$ cat src/rtl/spi_reg_pkg.sv
// Shared types and helpers for the SPI register bank: FSM state encoding,
// frame-format constants and the frame length function.
package spi_reg_pkg;

    typedef enum logic [2:0] {
        IDLE    = 3'd0,
        CMD     = 3'd1,
        DATA    = 3'd2,
        FULL    = 3'd3,
        OVERRUN = 3'd4
    } state_t;

    localparam logic RW_WRITE = 1'b1;

    function automatic int frame_bits(input int addr_w, input int data_w);
        return 1 + addr_w + data_w;
    endfunction

endpackage

$ cat src/rtl/spi_sync_edge.sv
// Multi-flop synchroniser for one asynchronous pin, followed by a history
// flop so rising and falling edges can be detected in the clk domain.
module spi_sync_edge #(
    parameter int   SYNC_STAGES = 2,
    parameter logic RST_VAL     = 1'b0
) (
    input  logic clk,
    input  logic rst_n,
    input  logic din,
    output logic level,
    output logic rise,
    output logic fall
);

    logic [SYNC_STAGES-1:0] sync_q;
    logic                   hist_q;

    // Reset value matches the idle pin level so release never fakes an edge
    always_ff @(posedge clk or negedge rst_n) begin
        if (!rst_n) begin
            sync_q <= {SYNC_STAGES{RST_VAL}};
            hist_q <= RST_VAL;
        end else begin
            sync_q <= {sync_q[SYNC_STAGES-2:0], din};
            hist_q <= sync_q[SYNC_STAGES-1];
        end
    end

    assign level = sync_q[SYNC_STAGES-1];
    assign rise  = level & ~hist_q;
    assign fall  = ~level & hist_q;

endmodule

$ cat src/rtl/spi_reg_bank.sv
// SPI mode-0 peripheral exposing NUM_REGS read/write control registers,
// oversampled in the clk domain, with frame-length checking on ncs rise.
module spi_reg_bank
    import spi_reg_pkg::*;
#(
    parameter int                 NUM_REGS    = 8,
    parameter int                 ADDR_W      = 7,
    parameter int                 DATA_W      = 8,
    parameter int                 SYNC_STAGES = 2,
    parameter logic [DATA_W-1:0]  RESET_VAL   = '0
) (
    input  logic                       clk,
    input  logic                       rst_n,
    input  logic                       sclk,
    input  logic                       ncs,
    input  logic                       copi,
    output logic                       cipo,
    output logic                       cipo_oe,
    output logic [NUM_REGS*DATA_W-1:0] regs,
    output logic [NUM_REGS-1:0]        wr_strobe,
    output logic                       frame_err
);

    localparam int FB    = frame_bits(ADDR_W, DATA_W);
    localparam int CNT_W = $clog2(FB + 2);

    localparam logic [CNT_W-1:0] CNT_ADDR = CNT_W'(1 + ADDR_W);
    localparam logic [CNT_W-1:0] CNT_FULL = CNT_W'(FB);
    localparam logic [CNT_W-1:0] CNT_SAT  = CNT_W'(FB + 1);

    logic sclk_lvl, sclk_rise, sclk_fall;
    logic ncs_lvl, ncs_rise, ncs_fall;
    logic copi_lvl, copi_rise, copi_fall;

    spi_sync_edge #(.SYNC_STAGES(SYNC_STAGES), .RST_VAL(1'b0)) u_sync_sclk (
        .clk   (clk),
        .rst_n (rst_n),
        .din   (sclk),
        .level (sclk_lvl),
        .rise  (sclk_rise),
        .fall  (sclk_fall)
    );

    spi_sync_edge #(.SYNC_STAGES(SYNC_STAGES), .RST_VAL(1'b1)) u_sync_ncs (
        .clk   (clk),
        .rst_n (rst_n),
        .din   (ncs),
        .level (ncs_lvl),
        .rise  (ncs_rise),
        .fall  (ncs_fall)
    );

    spi_sync_edge #(.SYNC_STAGES(SYNC_STAGES), .RST_VAL(1'b0)) u_sync_copi (
        .clk   (clk),
        .rst_n (rst_n),
        .din   (copi),
        .level (copi_lvl),
        .rise  (copi_rise),
        .fall  (copi_fall)
    );

    logic unused_sync;
    assign unused_sync = &{1'b0, sclk_lvl, copi_rise, copi_fall};

    state_t              state_q;
    logic [CNT_W-1:0]    bit_cnt_q;
    logic [FB-1:0]       rx_sr_q;
    logic [FB-1:0]       rx_next;
    logic [DATA_W-1:0]   tx_sr_q;
    logic                oe_q;
    logic [DATA_W-1:0]   reg_q [NUM_REGS];

    logic                frame_rw;
    logic [ADDR_W-1:0]   frame_addr;
    logic [DATA_W-1:0]   frame_data;

    logic                wr_vld_p1;
    logic                err_vld_p1;
    logic [ADDR_W-1:0]   wr_addr_p1;
    logic [DATA_W-1:0]   wr_data_p1;

    function automatic logic addr_ok(input logic [ADDR_W-1:0] a);
        return int'(a) < NUM_REGS;
    endfunction

    function automatic logic [DATA_W-1:0] read_reg(input logic [ADDR_W-1:0] a);
        logic [DATA_W-1:0] v;
        v = '0;
        for (int i = 0; i < NUM_REGS; i++) begin
            if (i == int'(a)) v = reg_q[i];
        end
        return v;
    endfunction

    assign rx_next    = {rx_sr_q[FB-2:0], copi_lvl};
    assign frame_rw   = rx_sr_q[FB-1];
    assign frame_addr = rx_sr_q[DATA_W +: ADDR_W];
    assign frame_data = rx_sr_q[DATA_W-1:0];

    // Stage p0 -> p1: frame FSM, shifters and commit decision on ncs rise
    always_ff @(posedge clk or negedge rst_n) begin
        if (!rst_n) begin
            state_q    <= IDLE;
            bit_cnt_q  <= '0;
            rx_sr_q    <= '0;
            tx_sr_q    <= '0;
            oe_q       <= 1'b0;
            wr_vld_p1  <= 1'b0;
            err_vld_p1 <= 1'b0;
            wr_addr_p1 <= '0;
            wr_data_p1 <= '0;
        end else begin
            wr_vld_p1  <= 1'b0;
            err_vld_p1 <= 1'b0;
            if (ncs_rise) begin
                state_q    <= IDLE;
                oe_q       <= 1'b0;
                wr_vld_p1  <= (state_q == FULL) && (frame_rw == RW_WRITE) &&
                              addr_ok(frame_addr);
                err_vld_p1 <= (state_q == CMD) || (state_q == DATA) ||
                              (state_q == OVERRUN);
                wr_addr_p1 <= frame_addr;
                wr_data_p1 <= frame_data;
            end else if (ncs_fall) begin
                state_q   <= CMD;
                bit_cnt_q <= '0;
                oe_q      <= 1'b0;
            end else if (!ncs_lvl && state_q != IDLE) begin
                if (sclk_rise) begin
                    if (bit_cnt_q != CNT_SAT) bit_cnt_q <= bit_cnt_q + 1'b1;
                    if (bit_cnt_q < CNT_FULL) rx_sr_q <= rx_next;
                    case (state_q)
                        CMD: begin
                            if ((bit_cnt_q + 1'b1) == CNT_ADDR) begin
                                state_q <= DATA;
                                // Read: present data starting on the next falling sclk
                                if (rx_next[ADDR_W] != RW_WRITE) begin
                                    tx_sr_q <= read_reg(rx_next[ADDR_W-1:0]);
                                    oe_q    <= 1'b1;
                                end
                            end
                        end
                        DATA: begin
                            if ((bit_cnt_q + 1'b1) == CNT_FULL) state_q <= FULL;
                        end
                        FULL:    state_q <= OVERRUN;
                        default: ;
                    endcase
                end else if (sclk_fall && oe_q && bit_cnt_q > CNT_ADDR) begin
                    tx_sr_q <= {tx_sr_q[DATA_W-2:0], 1'b0};
                end
            end
        end
    end

    // Stage p1 -> p2: register write, strobes and error pulse
    always_ff @(posedge clk or negedge rst_n) begin
        if (!rst_n) begin
            for (int i = 0; i < NUM_REGS; i++) reg_q[i] <= RESET_VAL;
            wr_strobe <= '0;
            frame_err <= 1'b0;
        end else begin
            wr_strobe <= '0;
            frame_err <= err_vld_p1;
            if (wr_vld_p1) begin
                for (int i = 0; i < NUM_REGS; i++) begin
                    if (i == int'(wr_addr_p1)) begin
                        reg_q[i]     <= wr_data_p1;
                        wr_strobe[i] <= 1'b1;
                    end
                end
            end
        end
    end

    for (genvar g = 0; g < NUM_REGS; g++) begin : g_regs
        assign regs[g*DATA_W +: DATA_W] = reg_q[g];
    end

    assign cipo    = oe_q & tx_sr_q[DATA_W-1];
    assign cipo_oe = oe_q;

endmodule
$ cat config.mk
export PLATFORM = sky130hd
export DESIGN_NAME = spi_reg_bank
export DESIGN_NICKNAME = d
export VERILOG_FILES = /design/src/rtl/spi_reg_pkg.sv /design/src/rtl/spi_sync_edge.sv /design/src/rtl/spi_reg_bank.sv
export SDC_FILE = /design/constraint.sdc
export NUM_CORES = 1
export LEC_CHECK = 0
export CORE_MARGIN = 3
export CORE_UTILIZATION = 55
export CTS_CLUSTER_SIZE = 20
export DETAILED_ROUTE_END_ITERATION = 10
export DONT_BUFFER_PORTS = 1
export PLACE_DENSITY_LB_ADDON = 0.12
export SKIP_LAST_GASP = 1
export SLEW_MARGIN = 5
export SYNTH_ARGS = -nofsm -noshare
export SYNTH_HDL_FRONTEND = slang
export SYNTH_SLANG_ARGS = --single-unit
export TNS_END_PERCENT = 5
$ cat constraint.sdc
create_clock -name clk -period 3.22 [get_ports clk]
set_input_delay 0.966 -clock clk [delete_from_list [all_inputs] [get_ports clk]]
set_output_delay 0.966 -clock clk [all_outputs]
set_load 0.005 [all_outputs]
==> flow_metrics.tcl <==
set metrics [dict create \
    status "finished clean" \
    synth-main-ff-cell "dfrtp_1" \
    pre_cts_slack_ns 0.6229 \
    netlist_area_mm2 0.005969 \
    critPathSlowestCell "dfstp_2" \
    numCtsBuffers 17 \
    initial_core_util 0.5706 \
    wl_um 13460 \
    rows 37 \
    crit_path_end "rx_sr_q[13]$_DFFE_PN0P_" \
    r2r-start "u_sync_ncs.sync_q[1]$_DFF_PN1_" \
    switching_share 0.2772 \
    yosys-top-cells-count "dfrtp_1 (128), mux2_2 (104), nor2_1 (28)" \
    htreeDepth 4 \
    ys_seq_elements 131 \
    cp_top_family "simple AND/OR/NAND/NOR gates" \
    p_int_uw 3342 \
    die_y_um 110.2 \
    fin_ws_ns 0.6006 \
    p_leak_uw 0.003276 \
    cp.arrival_ns 3.01 \
    die_area_mm2 0.01214 \
    p_per_area_mw_per_mm2 689.2 \
    crit_required_ns 3.61 \
    reg2reg_slack_ns 0.60 \
    grtUsageTotal 0.2277 \
    path_class "register to register" \
    viasPerCell 6.180 \
    drc_errors 0 \
    synth_cells 467 \
    finalHoldViolCount 0 \
    ant_nets 0 \
    die_x_um 110.2 \
    syn_to_final_growth_pct 12.39 \
    pin_count 80 \
    grt_pass1_vias 3796 \
    syn-num-nets 478 \
    path_buf_inv 2 \
    tightest_slew_ns 0.7671 \
    cts_setup_buffers 0 \
    crit_path_frequent_cell "inv_1" \
    hold_class "input port to async pin" \
    cp_slowest_stage_delay_ns 0.61 \
    slew_headroom 0.4843 \
    yosysTopAreaCell "dfrtp_1" \
    clk_latency_ns 0.52 \
    tns_ns 0 \
    clock.fmax_mhz 381.8 \
    power_frac_seq 0.423 \
    max-vdd-ir-drop_uv 358.3 \
    dr_total_vias 3819 \
    root_buffer "clkbuf_8" \
    critPathMaxFanout 16 \
    cts_hold_buffers 0 \
    final_core_util 0.6412 \
    numClockSinks 131 \
    synthDistinctLibCells 56 \
    dp_hpwl_um 8720 \
    avgSynthCellArea_um2 12.78 \
    cap_violations 0 \
    antenna_found_initial 0 \
    synth-edff-count 0 \
    skew_ns 0.008783 \
    setup_viol 0 \
    rsz0062_at_grt "no" \
    path_depth 6 \
    power_uw 4624 \
    first_iter_violations 220 \
    num-nets-final 480 \
    max-clock-path-buffers 2 \
    yosys_warnings 0 \
    crit_path_cell_trace "inv_1 -> ha_1 -> inv_1 -> or3_4 -> nor3_4 -> mux2_2" \
    fin_crit_sh 0.8135 \
    clk_pin_slew_worst_paths_ns 0.06 \
    p_switching_uw 1282 \
    power_frac_clock 0.441 \
    min_period_ns 2.619 \
    post-route-cell-area_mm2 0.006709 \
    place.gp.congestion 0.8375 \
    first_pass_iters 4 \
    synthTopCellsByArea "dfrtp_1 (54%), mux2_2 (20%), mux2i_1 (3.5%), nor2_1 (1.8%), nand2_1 (1.5%)" \
    diodes 0 \
    drive_gt1_frac 0.3237 \
    r2r-end "rx_sr_q[13]$_DFFE_PN0P_" \
    slew_viol_final 0 \
    async_reset_ff_frac 1.000 \
    grt_pass1_wl_um 20730 \
    cp-start-kind "register" \
    cts_resized 0 \
    yosysTopAreaCellShare 0.5366 \
    end_kind "register" \
    grt-ovfl-total 0 \
    critPathLaunch "u_sync_ncs.sync_q[1]$_DFF_PN1_" \
    wl_per_cell_um 21.78 \
    cts_tree "built" \
    worst_r2r_path_depth 6 \
    synth.most_common_cell "dfrtp_1" \
    core_mm2 0.01046 \
    comb_power_share 0.136 \
    place_area_mm2 0.006076 \
    grt_max_degree 132 \
    seq_area_frac_synth 0.5498 \
    io_buffers 0 \
]
-- routing by layer --
layer	routed length (µm)	share of wire	up-vias	global-route usage
met2	6065	0.45	134	0.3367
li1	-	-	1700	-
met4	134	0.010	0	0.05981
met5	0	0	-	0
met3	1082	0.080	16	0.06872
met1	6178	0.46	1969	0.3291
-- metrics by stage --
| stage | hold WS [ns] | std cells |
|---|---|---|
| after global placement | 0.3332 | 586 |
| after global routing | 0.1238 | 618 |
| final | 0.1488 | 618 |
| after CTS | 0.1245 | 618 |
| after detailed placement | 0.3358 | 586 |
| after floorplan | 0.3312 | 467 |
-- cells in the final DEF (no fill, tap or decap), drive strengths merged, types with 7 or more instances in the layout --
master	Yosys	routed
dfrtp	128	128
mux2	104	104
nor2	28	28
nand2	24	24
mux2i	21	21
clkbuf	8	21
inv	14	15
o21ai	11	11
a211oi	10	10
nor3	10	10
a21oi	8	8
nor2b	7	7
-- layout make-up --
class / instances / area [µm²]
clock buffers: 21 / 459.2
well taps: 136 / 170.2
multi-input cells: 299 / 2526
flip-flops and latches: 131 / 3282
clock inverters: 11 / 173.9
fillers: 810 / 3754
inverters: 14 / 52.55
repair buffers: 6 / 45.04
-- power groups by stage --
stage                     clock (µW)  sequential (µW)  combinational, µW
final                           2040             1950                630
after floorplan                    0             1830                567
after detailed placement           0             1980                613
after global placement             0             1980                602
after global routing            2140             1970                694
after CTS                       2070             1950                624
-- worst register-to-register path, stage by stage, from the launching register on --
cell     delay, ns
dfstp_2       0.61
inv_1         0.06
ha_1          0.33
inv_1         0.09
or3_4         0.41
nor3_4        0.60
mux2_2        0.42
-- sequential cells by signal (all words and copies together) (netlist names), 2 cells and up --
name / flops
rx_sr_q: 16
u_sync_sclk.sync_q: 2
wr_strobe: 8
u_sync_copi.sync_q: 2
tx_sr_q: 8
u_sync_ncs.sync_q: 2
state_q: 3
wr_addr_p1: 7
regs: 64
wr_data_p1: 8
bit_cnt_q: 5
-- worst min path at each step --
stage                                          startpoint                         endpoint  cells after the start
after floorplan                      err_vld_p1$_DFF_PN0_              frame_err$_DFF_PN0_                      0
after global placement    u_sync_copi.sync_q[0]$_DFF_PN0_  u_sync_copi.sync_q[1]$_DFF_PN0_                      0
after detailed placement  u_sync_copi.sync_q[0]$_DFF_PN0_  u_sync_copi.sync_q[1]$_DFF_PN0_                      0
after CTS                                           rst_n             regs[37]$_DFFE_PN0P_                      0
after global routing                                rst_n             regs[52]$_DFFE_PN0P_                      0
final                                               rst_n         bit_cnt_q[3]$_DFFE_PN0P_                      0
-- kinds of logic (layout without fill, tap and decap cells) --
group | after synthesis | count (layout) | synth area share
AOI/OAI and AO/OA | 58 | 58 | 0.06917
xor gates and xnor gates | 2 | 2 | 0.002935
adders and majority gates | 6 | 6 | 0.01258
buffers and inverters | 37 | 52 | 0.02704
DFF | 131 | 131 | 0.5498
muxes | 127 | 127 | 0.2389
and+or+nand+nor | 106 | 106 | 0.09956
Note: power is estimated with default switching activity, not from simulation.
